File: src/rtl/qspi_bus_sniffer.sv
// Passive QSPI bus sniffer: oversamples SCLK/CS/IO, decodes single/dual/quad frames
// for any CPOL/CPHA and queues byte records in a show-ahead ready/valid FIFO.
module qspi_bus_sniffer #(
    parameter logic        CPOL        = 1'b0,
    parameter logic        CPHA        = 1'b0,
    parameter int unsigned SYNC_STAGES = 2,
    parameter int unsigned FIFO_DEPTH  = 16,
    parameter int unsigned CNT_W       = 16
) (
    input  logic                          clk_i,
    input  logic                          reset_ni,
    input  logic                          qspi_sclk_i,
    input  logic                          qspi_cs_ni,
    input  logic [3:0]                    qspi_do_i,
    input  logic [3:0]                    qspi_di_i,
    input  logic                          qspi_oen_i,
    input  logic [1:0]                    lane_mode_i,
    input  logic                          enable_i,
    input  logic                          clear_i,
    output logic                          rec_valid_o,
    input  logic                          rec_ready_i,
    output logic [7:0]                    rec_data_o,
    output logic [3:0]                    rec_nbits_o,
    output logic                          rec_dir_o,
    output logic                          rec_sof_o,
    output logic                          rec_eof_o,
    output logic [$clog2(FIFO_DEPTH):0]   level_o,
    output logic                          overflow_o,
    output logic [CNT_W-1:0]              frame_cnt_o
);

    localparam int unsigned AW = $clog2(FIFO_DEPTH);
    localparam int unsigned LW = AW + 1;
    localparam int unsigned PW = 11;
    localparam logic [PW-1:0] SYNC_RST = {CPOL, 1'b1, 9'b0};

    typedef enum logic [1:0] {IDLE, ACTIVE, SKIP, FLUSH} state_t;

    typedef struct packed {
        logic [7:0] data;
        logic [3:0] nbits;
        logic       dir;
        logic       sof;
        logic       eof;
    } rec_t;

    // Pin bundle {sclk, cs_n, oen, do[3:0], di[3:0]} through the synchronizer chain
    logic [PW-1:0] sync_q [SYNC_STAGES];
    logic [PW-1:0] pins_s;
    logic          sclk_s, cs_s, oen_s;
    logic [3:0]    do_s, di_s;
    logic          sclk_d, cs_d;
    logic          sample, cs_fall;

    always_ff @(posedge clk_i or negedge reset_ni) begin
        if (!reset_ni) begin
            for (int unsigned i = 0; i < SYNC_STAGES; i++) sync_q[i] <= SYNC_RST;
            sclk_d <= CPOL;
            cs_d   <= 1'b1;
        end else begin
            sync_q[0] <= {qspi_sclk_i, qspi_cs_ni, qspi_oen_i, qspi_do_i, qspi_di_i};
            for (int unsigned i = 1; i < SYNC_STAGES; i++) sync_q[i] <= sync_q[i-1];
            sclk_d <= sclk_s;
            cs_d   <= cs_s;
        end
    end

    assign pins_s  = sync_q[SYNC_STAGES-1];
    assign sclk_s  = pins_s[10];
    assign cs_s    = pins_s[9];
    assign oen_s   = pins_s[8];
    assign do_s    = pins_s[7:4];
    assign di_s    = pins_s[3:0];
    assign sample  = (CPOL == CPHA) ? (sclk_s & ~sclk_d) : (~sclk_s & sclk_d);
    assign cs_fall = cs_d & ~cs_s;

    state_t           state, state_n;
    logic [1:0]       mode_q, mode_n;
    logic [7:0]       shreg, shreg_n, shift_next;
    logic [3:0]       bit_cnt, bit_cnt_n, lanes, bit_sum;
    logic             dir_q, dir_n, dir_cur;
    logic             sof_pend, sof_pend_n;
    logic [CNT_W-1:0] frame_cnt, frame_cnt_n;
    logic             push;
    rec_t             push_rec;
    logic [3:0]       io;

    always_ff @(posedge clk_i or negedge reset_ni) begin
        if (!reset_ni) begin
            state     <= IDLE;
            mode_q    <= '0;
            shreg     <= '0;
            bit_cnt   <= '0;
            dir_q     <= 1'b0;
            sof_pend  <= 1'b0;
            frame_cnt <= '0;
        end else begin
            state     <= state_n;
            mode_q    <= mode_n;
            shreg     <= shreg_n;
            bit_cnt   <= bit_cnt_n;
            dir_q     <= dir_n;
            sof_pend  <= sof_pend_n;
            frame_cnt <= frame_cnt_n;
        end
    end

    always_comb begin
        io = oen_s ? di_s : do_s;
        case (mode_q)
            2'd1: begin
                lanes      = 4'd2;
                shift_next = {shreg[5:0], io[1:0]};
            end
            2'd2: begin
                lanes      = 4'd4;
                shift_next = {shreg[3:0], io};
            end
            default: begin
                lanes      = 4'd1;
                shift_next = {shreg[6:0], oen_s ? io[1] : io[0]};
            end
        endcase
        bit_sum = bit_cnt + lanes;
        dir_cur = (bit_cnt == 4'd0) ? ~oen_s : dir_q;
    end

    always_comb begin
        state_n     = state;
        mode_n      = mode_q;
        shreg_n     = shreg;
        bit_cnt_n   = bit_cnt;
        dir_n       = dir_q;
        sof_pend_n  = sof_pend;
        frame_cnt_n = frame_cnt;
        push        = 1'b0;
        push_rec    = '0;
        case (state)
            IDLE: begin
                if (cs_fall) begin
                    if (enable_i) begin
                        state_n     = ACTIVE;
                        mode_n      = lane_mode_i;
                        bit_cnt_n   = '0;
                        shreg_n     = '0;
                        sof_pend_n  = 1'b1;
                        frame_cnt_n = frame_cnt + CNT_W'(1);
                    end else begin
                        state_n = SKIP;
                    end
                end
            end
            ACTIVE: begin
                // CS high takes priority: a sample edge coincident with CS rise is ignored
                if (cs_s) begin
                    state_n = FLUSH;
                end else if (sample) begin
                    shreg_n = shift_next;
                    dir_n   = dir_cur;
                    if (bit_sum == 4'd8) begin
                        push       = 1'b1;
                        push_rec   = '{data: shift_next, nbits: 4'd8, dir: dir_cur,
                                       sof: sof_pend, eof: 1'b0};
                        sof_pend_n = 1'b0;
                        bit_cnt_n  = '0;
                    end else begin
                        bit_cnt_n = bit_sum;
                    end
                end
            end
            FLUSH: begin
                push       = 1'b1;
                push_rec   = '{data: shreg << (4'd8 - bit_cnt), nbits: bit_cnt, dir: dir_q,
                               sof: sof_pend, eof: 1'b1};
                sof_pend_n = 1'b0;
                bit_cnt_n  = '0;
                state_n    = IDLE;
            end
            SKIP: begin
                if (cs_s) state_n = IDLE;
            end
            default: state_n = IDLE;
        endcase
        if (clear_i) frame_cnt_n = '0;
    end

    rec_t          mem [FIFO_DEPTH];
    rec_t          head;
    logic [AW-1:0] wr_ptr, rd_ptr;
    logic [LW-1:0] level;
    logic          valid, pop, push_ok, ovf;

    assign valid   = (level != '0);
    assign pop     = valid & rec_ready_i;
    assign push_ok = push & ~clear_i & ((level != LW'(FIFO_DEPTH)) | pop);

    always_ff @(posedge clk_i) begin
        if (push_ok) mem[wr_ptr] <= push_rec;
    end

    always_ff @(posedge clk_i or negedge reset_ni) begin
        if (!reset_ni) begin
            wr_ptr <= '0;
            rd_ptr <= '0;
            level  <= '0;
            ovf    <= 1'b0;
        end else if (clear_i) begin
            wr_ptr <= '0;
            rd_ptr <= '0;
            level  <= '0;
            ovf    <= 1'b0;
        end else begin
            if (push_ok) wr_ptr <= wr_ptr + AW'(1);
            if (pop)     rd_ptr <= rd_ptr + AW'(1);
            case ({push_ok, pop})
                2'b10:   level <= level + LW'(1);
                2'b01:   level <= level - LW'(1);
                default: level <= level;
            endcase
            if (push && !push_ok) ovf <= 1'b1;
        end
    end

    // Storage is not reset, so record fields are gated to read zero while empty
    assign head        = mem[rd_ptr];
    assign rec_valid_o = valid;
    assign rec_data_o  = valid ? head.data  : '0;
    assign rec_nbits_o = valid ? head.nbits : '0;
    assign rec_dir_o   = valid & head.dir;
    assign rec_sof_o   = valid & head.sof;
    assign rec_eof_o   = valid & head.eof;
    assign level_o     = level;
    assign overflow_o  = ovf;
    assign frame_cnt_o = frame_cnt;

endmodule

File: config.mk
export PLATFORM = sky130hd
export DESIGN_NAME = qspi_bus_sniffer
export DESIGN_NICKNAME = d
export VERILOG_FILES = /design/src/rtl/qspi_bus_sniffer.sv
export SDC_FILE = /design/constraint.sdc
export NUM_CORES = 1
export LEC_CHECK = 0
export ABC_AREA = 1
export CORE_MARGIN = 4
export CORE_UTILIZATION = 55
export CTS_BUF_LIST = sky130_fd_sc_hd__clkbuf_4
export DETAILED_ROUTE_END_ITERATION = 6
export PLACE_DENSITY = 0.73
export SYNTH_ARGS = -nofsm -noshare
export SYNTH_HDL_FRONTEND = slang
export SYNTH_SLANG_ARGS = --single-unit
File: constraint.sdc
create_clock -name clk_i -period 4.16 [get_ports clk_i]
set_input_delay 1.248 -clock clk_i [delete_from_list [all_inputs] [get_ports clk_i]]
set_output_delay 1.248 -clock clk_i [all_outputs]
set_load 0.03 [all_outputs]
* Yosys cells after proc, flatten, opt, wreduce, memory -nomap -nowiden
Memories as Yosys holds them, arrays and structs flattened. Index checks and enable logic that the tools add are counted.
Storage, ports and cells: flip-flop bits (word level) 72, RAM bits 240, bits of input ports 18, output and inout bits 38, memories 1
Operators by class: add/sub/neg operators 7, equality and inequality tests 16, shift operators 1, muxes and demuxes 51, bitwise logic cells 13, reduce and logical (&&, ||, !) cells 21
Memory list:
- mem | words 16, width 15, rd ports 1, clocked after memory_dff 0, write ports 1, RTL line 187 | rec_t mem [FIFO_DEPTH];
Operators with widths (number):
- $mux W16 | 4
- $mux W15 | 3
- $mux W4 | 11
- $mux W8 | 5
- $pmux W8 S2 | 2
- $pmux W15 S2 | 1
- $add A16 B1 Y16 const B | 1
- $mux W1 | 14
- $ne A2 B2 Y1 const B | 7
- $reduce_bool A2 Y1 | 7
- $pmux W4 S3 | 1
- $reduce_and A3 Y1 | 4
- $pmux W5 S2 | 1
- $reduce_and A5 Y1 | 2
- $add A4 B1 Y4 const B | 2
- $and A1 B1 Y1 | 8
- $eq A2 B2 Y1 const B | 4
- $mux W2 | 4
- $pmux W2 S4 | 1
- $shl A8 B4 Y8 | 1
- $eq A2 B1 Y1 const B | 3
- $pmux W3 S2 | 1
- $reduce_and A6 Y1 | 1
- $reduce_bool A3 Y1 | 2
- 16 further kinds | 19

* Depth between registers and ports, before layout
Gate-level depths: netlist of run 1.
depth after elaboration 14, mapped depth 23, mapped depth without buffers 23

* Worst setup path after synthesis of run 1
Ideal clock, no wire load.
kind register to register, from register mode_q[0], to memory mem[0][0] (netlist name), enable pin, library setup time 0.386 ns, data arrival time 3.091 ns, setup slack 0.682 ns, cell stages (with the launch flop) 15, path buffers 0, clock period less this slack 3.478 ns, path through dfrtp_1 -> inv_1 -> ha_1 -> ha_1 -> inv_1 -> fa_1 -> inv_1 -> or2_2 -> nor2_4 -> nand3_4 -> nand2_4 -> nand3_4 -> clkinv_2 -> nand2_1 -> nor2_1
Between the ends: word-level cells in the longest chain between the ends 12, elaborated cells on any way between the ends 13, classes of those cells add/sub: 1; eq/ne: 3; mux: 7; bitwise: 2
Ends and longest elaborated chain:
- start: declaration | RTL line 78 | logic [1:0] mode_q, mode_n;
- start signal: assignment | RTL line 99 | mode_q <= mode_n;
- $eq A2 B2 Y1 / $eq A2 B1 Y1 (equally long branches) | RTL line 110 | case (mode_q)
- $pmux W3 S2 * | RTL line 110
- $add A4 B4 Y4 * | RTL line 124 | bit_sum = bit_cnt + lanes;
- $eq A4 B4 Y1 * | RTL line 160 | if (bit_sum == 4'd8) begin
- $mux W1 * | RTL line 160
- $mux W1 * | RTL line 157 | end else if (sample) begin
- $mux W1 * | RTL line 155 | if (cs_s) begin
- $pmux W1 S2 * | RTL line 138 | case (state)
- $and A1 B1 Y1 * (2 in a row) | RTL line 195 | assign push_ok = push & ~clear_i & ((level != LW'(FIFO_DEPTH)) | pop);
- $mux W1 * | RTL line 198 | if (push_ok) mem[wr_ptr] <= push_rec;
- $mux W1 (implied by the code) * | RTL line 198
- end: declaration | RTL line 187
Every way passes the cells marked *; elsewhere a longest branch is shown, timed or not.

* Worst setup path after layout of run 1
from register rd_ptr[0], to output rec_data_o[4]
Between the ends: word-level cells in the longest chain between the ends 2
Ends and longest elaborated chain:
- start: declaration | RTL line 189 | logic [AW-1:0] wr_ptr, rd_ptr;
- start signal: assignment | RTL line 214 | if (pop) rd_ptr <= rd_ptr + AW'(1);
- $mem_v2 Z16 W15
- $mux W8 | RTL line 227 | assign rec_data_o = valid ? head.data : '0;
- end: declaration | RTL line 22 | output logic [7:0] rec_data_o,
Every way passes these cells.

==> results of run 1 <==
## path summary, 6_finish.rpt
| check | from | end | slack (ns) | depth (start not counted) |
|---|---|---|---|---|
| min reg2reg | sync_q[11]$_DFF_PN0_ | pins_s[0]$_DFF_PN0_ | 0.35 | 0 |
| min in group asynchronous | reset_ni | level_o[0]$_DFFE_PN0P_ | 0.69 | 1 |
| max in group asynchronous | reset_ni | rd_ptr[0]$_DFFE_PN0P_ | 2.80 | 1 |
| min | sync_q[11]$_DFF_PN0_ | pins_s[0]$_DFF_PN0_ | 0.35 | 0 |
| max reg2reg | mode_q[0]$_DFFE_PN0P_ | level_o[4]$_DFFE_PN0P_ | 0.52 | 22 |
| max | rd_ptr[0]$_DFFE_PN0P_ | rec_data_o[4] | 0.20 | 9 |
## worst register-to-register path, delay by kind of cell, from the launching register on
kind | cells | cell delay [ns]
buf+inv | 5 | 0.37
flops | 1 | 0.38
xor+xnor | 1 | 0.17
fa+ha+maj | 4 | 1.36
simple gates | 12 | 1.27
## stage by stage
| step | cells | util (%) | cell area, um^2 | hold WS, ns |
|---|---|---|---|---|
| 2_1_floorplan | 1154 | - | 13280 | 0.3312 |
| 3_3_place_gp | 1515 | 60.89 | 14380 | 0.3323 |
| 3_5_place_dp | 1515 | 60.89 | 14380 | 0.3347 |
| 4_1_cts | 1664 | 65.47 | 15460 | 0.3489 |
| 5_1_grt | 1666 | 65.65 | 15500 | 0.3496 |
| 6_report | 1666 | 65.65 | 15500 | 0.3476 |
## power breakdown
group	internal [mW]	switching, mW
Sequential	3.50	0.137
Combinational	0.848	1.72
Clock	1.37	1.22
## cell usage after synthesis, types with 2 or more instances
cell | n | area [um^2]
a21oi_1 | 36 | 180.2
a31oi_1 | 5 | 31.28
buf_2 | 10 | 50.05
clkbuf_1 | 43 | 161.4
dfrtp_1 | 69 | 1727
dfstp_2 | 3 | 78.83
edfxtp_1 | 240 | 7207
fa_1 | 2 | 40.04
ha_1 | 16 | 200.2
inv_1 | 59 | 221.5
inv_2 | 3 | 11.26
nand2_1 | 107 | 401.6
nand2_2 | 3 | 18.77
nand2_4 | 2 | 22.52
nand3_1 | 47 | 235.2
nand3_4 | 2 | 35.03
nand4_1 | 5 | 31.28
nor2_1 | 184 | 690.7
nor2_2 | 3 | 18.77
nor2_4 | 4 | 45.04
nor3_1 | 15 | 75.07
nor3_2 | 3 | 30.03
nor3_4 | 2 | 32.53
o211ai_1 | 2 | 15.01
o21ai_0 | 185 | 925.9
o21ai_1 | 10 | 50.05
o221ai_1 | 38 | 332.8
o22ai_1 | 27 | 168.9
o31ai_1 | 2 | 15.01
o32ai_1 | 3 | 26.28
xnor2_1 | 2 | 17.52
xor2_1 | 7 | 61.31
## state kept, by name (all words and copies together) (netlist names)
register and flops:
shreg 8, frame_cnt_o 16, state 2, cs_d 1
bit_cnt 4, overflow_o 1, mode_q 2, dir_q 1
sof_pend 1, sync_q 11, sclk_d 1, wr_ptr 4
level_o 5, mem 240, rd_ptr 4, pins_s 11
## placed cells by master (no fill, tap or decap), drive strengths merged, types with 2 or more instances in the layout
cell type      instances
edfxtp               240
o21ai                195
nor2                 191
clkbuf               112
nand2                112
dfrtp                 69
inv                   64
buf                   55
nand3                 49
clkdlybuf4s50         39
o221ai                38
a21oi                 36
clkinv                34
o22ai                 27
nor3                  20
ha                    16
xor2                   7
nand4                  7
a31oi                  6
o32ai                  3
dfstp                  3
xnor2                  2
o31ai                  2
o211ai                 2
fa                     2
bufinv                 2
clkinvlp               2
## layout make-up
type                       instances  share of cell area, %
antenna                            1                0.01614
clock buffer                     111                  5.375
clock inverter                    37                  1.348
inverter                          65                  1.614
multi-input combinational        723                  24.56
sequential                       312                  58.16
tap                              319                  2.575
timing repair buffer              98                  6.352
## cell families after synthesis
logic type / Yosys count / synth area share, %
DFF: 312 / 67.87
adders and majority gates: 18 / 1.809
xor gates and xnor gates: 9 / 0.5936
and+or+nand+nor: 384 / 12.83
buffers and inverters: 119 / 3.486
AOI/OAI and AO/OA: 312 / 13.41
## layer usage
metal	up-vias	routed length, um	GRT usage [%]
met1	4637	13140	32.43
met5	-	0	0
met4	0	835	9.455
met2	468	15170	39.13
li1	4496	-	-
met3	81	2687	5.450
## timing repair
action | 4_1_cts | 5_1_grt
gates cloned | 1 | 1
endpoints found under the setup margin | 2 | 12
resized for setup | 2 | 4
==> flow_summary.toml, run 1 <==
[run_status]
status = "finished, final reports clean"

[drt]
via_per_inst = 5.812
dr.pass1.iters = 5
post_drt_wl_per_cell_um = 19.11
drt_iter0_markers = 1006
vias = 9682
drcViolationCount = 0
wirelength_mm = 31.84
postRouteAntennaNets = 0

[critical_path]
worstSetupEndpointType = "output port"
path_class = "reg2out"
cp_num_buf_inv = 3
cp.arrival_ns = 2.71
slowest_stage = "dfrtp_4"
cp_max_fo = 45
start_kind = "register"
critPathTopFamily = "buffers and inverters"
required_ns = 2.91
path_cells = "inv_4 > buf_16 > o21ai_0 > o22ai_1 > nor2_1 > nor2_1 > o21ai_0 > a21oi_1 > buf_4"
max_stage_delay_ns = 0.55

[sta]
fin_crit_sh_pct = 95.18
fmax_mhz = 252.6
setup_ws_ns = 0.2005
tightest_slew_ns = 1.039
setup_viol = 0
finalClockSkew_ns = 0.04774
slew_violations = 0
tns_ns = 0
slew_headroom_pct = 30.46
post-route-min-period_ns = 3.960
hold_viol_final = 0
rsz0062_at_grt = "no"

[floorplan]
initial_core_util_pct = 56.24
dieArea_um2 = 26690
num_rows = 56
die-width_um = 163.4
die_h_um = 163.4
core_um2 = 23610
num_io_pins = 56

[synthesis]
synthArstFlopShare_pct = 23.08
synth_area_um2 = 13280
netlist_instances = 1154
ys_seq_elements = 312
yosysWarnings = 0
seq_area_frac_synth_pct = 67.87
syn-num-nets = 1190
ys_types = 47
dominantRegCellSynth = "edfxtp_1"
synth_edf_count = 240
syn_avg_cell_area_um2 = 11.51

[job]
drv_cap = 0

[placed_design]
place.gp.congestion = 0.8729
post-place-ws_ns = 0.5440
post-dp-hpwl_mm = 18.32
port_buffers = 55

[finish]
multi_input_area_um2 = 3807
seq_area_um2 = 9016
area_growth_pct = 16.74
nets = 1315
drive_gt1_share_pct = 15.45
n_fill_cell = 1825

[power_and_ir_drop]
p_total_mw = 8.802
p_leak_nw = 5.623
irDropWorstVdd_mv = 0.3608
p_per_area_nw_per_um2 = 567.8

[clock_network]
ctsHoldBuffers = 0
cts_tree = "done"
clk_path_buf_depth = 3
cts.htree.levels = 3
cts.sinks = 312
clk_latency_ns = 0.70
cts_buffers = 79
clockRootBuffer = "clkbuf_4"
cts_setup_buffers = 0
cts.clk_slew.worst_paths_ns = 0.07

[hold_path]
hp-class = "reg2reg"

[grt]
grt_max_degree = 90
grt_pass1_vias = 9671
grt_pass1_wl_mm = 50.27
grt_usage_pct = 24.26
gr-total-overflow = 0
antenna_found_initial = 1
(Power assumes the default switching activity.)
==> inputs of run 2 (changes only) <==
- CAP_MARGIN: default -> 0
- GPL_TIMING_DRIVEN: default -> 0
==> run 2 against run 1 <==
  * Routed wire length increased by 7.4%
  * Design area up 0.51%
  * Worst setup slack worse by 0.16 ns
  * Hold slack is essentially flat
  * Critical path depth increased by 2
  * Via count is 2.2% higher
  * Clock-buffer cell count rose by 8
  * Final cell count increased by 1.1%
  * Global-route usage grew 1.9 points
  * Largest cell class unchanged
  * Clock skew fell by 0.0074 ns
  * Clock power is 2% lower
==> flow_summary.toml, run 2 (synthesized netlist as in run 1, its figures left out) <==
[drt]
dr.pass1.iters = 7
wirelength_mm = 34.19
drcViolationCount = 0
via_per_inst = 5.877
postRouteAntennaNets = 0
post_drt_wl_per_cell_um = 20.30
drt_iter0_markers = 1116
vias = 9897

[floorplan]
num_rows = 56
die_h_um = 163.4
num_io_pins = 56
core_um2 = 23610
die-width_um = 163.4
initial_core_util_pct = 56.24
dieArea_um2 = 26690

[sta]
fin_crit_sh_pct = 99.03
fmax_mhz = 242.7
timing.hold.ws_ns = 0.3478
finalClockSkew_ns = 0.04032
tns_ns = 0
rsz0062_at_grt = "no"
setup_viol = 0
slew_headroom_pct = 12.38
setup_ws_ns = 0.04020
tightest_slew_ns = 1.309
slew_violations = 0
post-route-min-period_ns = 4.120
hold_viol_final = 0

[power_and_ir_drop]
seqPwrFrac_pct = 40.7
intPower_mw = 5.708
swShare_pct = 36.09
p_leak_nw = 5.624
p_per_area_nw_per_um2 = 573.2
switching_power_mw = 3.223
irDropWorstVdd_mv = 0.3784
combPwrFrac_pct = 30.6
p_clk_share_pct = 28.7

[clock_network]
clk_latency_ns = 0.70
ctsHoldBuffers = 0
cts.sinks = 312
cts_setup_buffers = 0
clk_path_buf_depth = 3
cts.htree.levels = 3
cts.clk_slew.worst_paths_ns = 0.06
cts_buffers = 82
clockRootBuffer = "clkbuf_4"
cts_tree = "done"

[critical_path]
reg2regPathDepth = 14
path_class = "reg2out"
start_kind = "register"
required_ns = 2.91
cp.arrival_ns = 2.87
r2r_start = "mode_q[0]$_DFFE_PN0P_"
reg2reg_slack_ns = 0.24
cp_max_fo = 10
rr_endpoint = "mem[4][5]$_DFFE_PP_"
worstSetupEndpointType = "output port"

[hold_path]
hold_path_depth = 0
whs_endpoint = "pins_s[2]$_DFF_PN0_"
min_from = "sync_q[13]$_DFF_PN0_"
hp-class = "reg2reg"

[finish]
top_register = "mem"
drive_gt1_share_pct = 19.72
nets = 1345
largest_register_ffs = 240
area_growth_pct = 17.34
layout_commonest_cell = "edfxtp_1"
final_area_um2 = 15580
final_cell_mix = "240 x edfxtp_1, 176 x o21ai_0, 168 x nor2_1, 124 x clkbuf_4, 107 x nand2_1"

[placed_design]
port_buffers = 55
post-dp-hpwl_mm = 22.53
post-place-ws_ns = -0.1301
place.gp.congestion = 0.8798
dpl-instance-area_um2 = 14440

[grt]
grt_pass1_wl_mm = 53.00
gr-total-overflow = 0
grt_max_degree = 73
grt_usage_pct = 26.13
grt_pass1_vias = 9793
antenna_found_initial = 1

[job]
drv_cap = 0

[run_status]
status = "finished, final reports clean"
==> run 2: changes by cell type in the layout (fill, tap and decap cells not counted), moves of 8 or more <==
| cell | change |
|---|---|
| buf_4 | -26 |
| clkbuf_2 | +24 |
| clkinv_1 | -20 |
| nor2_1 | -16 |
| clkbuf_1 | +15 |
| nor2_2 | +14 |
| clkbuf_4 | +13 |
| o21ai_0 | -9 |
| o21ai_1 | +9 |
| buf_2 | +8 |
==> run 2: repair_timing <==
| action | in CTS | in global routing |
|---|---|---|
| gates resized for setup | 112 | 53 |
| endpoints found under the setup margin | 90 | 46 |
| pin swaps | 6 | 8 |
| cloned | 0 | 0 |
==> run 2: how the worst max path moves through the flow <==
| stage | slack, ns | start | end |
|---|---|---|---|
| floorplan | 0.68 | mode_q[0]$_DFFE_PN0P_ | mem[0][0]$_DFFE_PP_ |
| global placement | -0.56 | mode_q[0]$_DFFE_PN0P_ | mem[2][11]$_DFFE_PP_ |
| detailed placement | -0.13 | rd_ptr[0]$_DFFE_PN0P_ | rec_data_o[4] |
| CTS | -0.12 | mode_q[0]$_DFFE_PN0P_ | mem[2][2]$_DFFE_PP_ |
| global route | 0.01 | rd_ptr[0]$_DFFE_PN0P_ | rec_dir_o |
| finish | 0.04 | rd_ptr[0]$_DFFE_PN0P_ | rec_data_o[6] |
==> run 2: power groups by stage <==
| stage | clock network, mW | registers, mW | logic, mW |
|---|---|---|---|
| floorplan | 0 | 3.70 | 1.67 |
| global placement | 0 | 3.69 | 2.56 |
| detailed placement | 0 | 3.70 | 2.64 |
| CTS | 2.61 | 3.63 | 2.66 |
| global route | 2.79 | 3.66 | 2.97 |
| finish | 2.56 | 3.64 | 2.73 |
==> run 2: layer usage <==
layer | global-route usage (%) | vias to the layer above | routed length [um]
met2 | 41.00 | 532 | 16290
met4 | 12.20 | 0 | 1291
met5 | 0 | - | 0
met3 | 6.182 | 97 | 3426
li1 | - | 4540 | -
met1 | 34.91 | 4728 | 13180
==> run 2: final cells by class <==
class	count	area [um^2]
sequential	312	9015
multi-input combinational	723	3953
buffer	54	287.8
clock inverter	20	108.9
fill	1820	8031
tap	319	399.1
clock buffer	119	893.4
inverter	65	254.0
antenna	1	2.502
timing repair buffer	71	668.1
==> run 2: worst max-delay path, cell delays in order, from the launching register on <==
cell	delay, ns
dfrtp_2	0.46
buf_4	0.20
inv_2	0.09
buf_6	0.15
buf_6	0.16
nor2_1	0.05
o22ai_1	0.18
nor2_1	0.06
nor2_1	0.09
o21ai_0	0.20
a21oi_1	0.33
buf_4	0.23
==> run 2: metrics by stage <==
| stage | total power, mW | util (%) | std cells |
|---|---|---|---|
| 6_report | 8.931 | 65.99 | 1684 |
| 5_1_grt | 9.416 | 65.99 | 1684 |
| 4_1_cts | 8.902 | 65.74 | 1683 |
| 3_5_place_dp | 6.340 | 61.14 | 1544 |
| 3_3_place_gp | 6.255 | 60.26 | 1528 |
| 2_1_floorplan | 5.366 | - | 1154 |
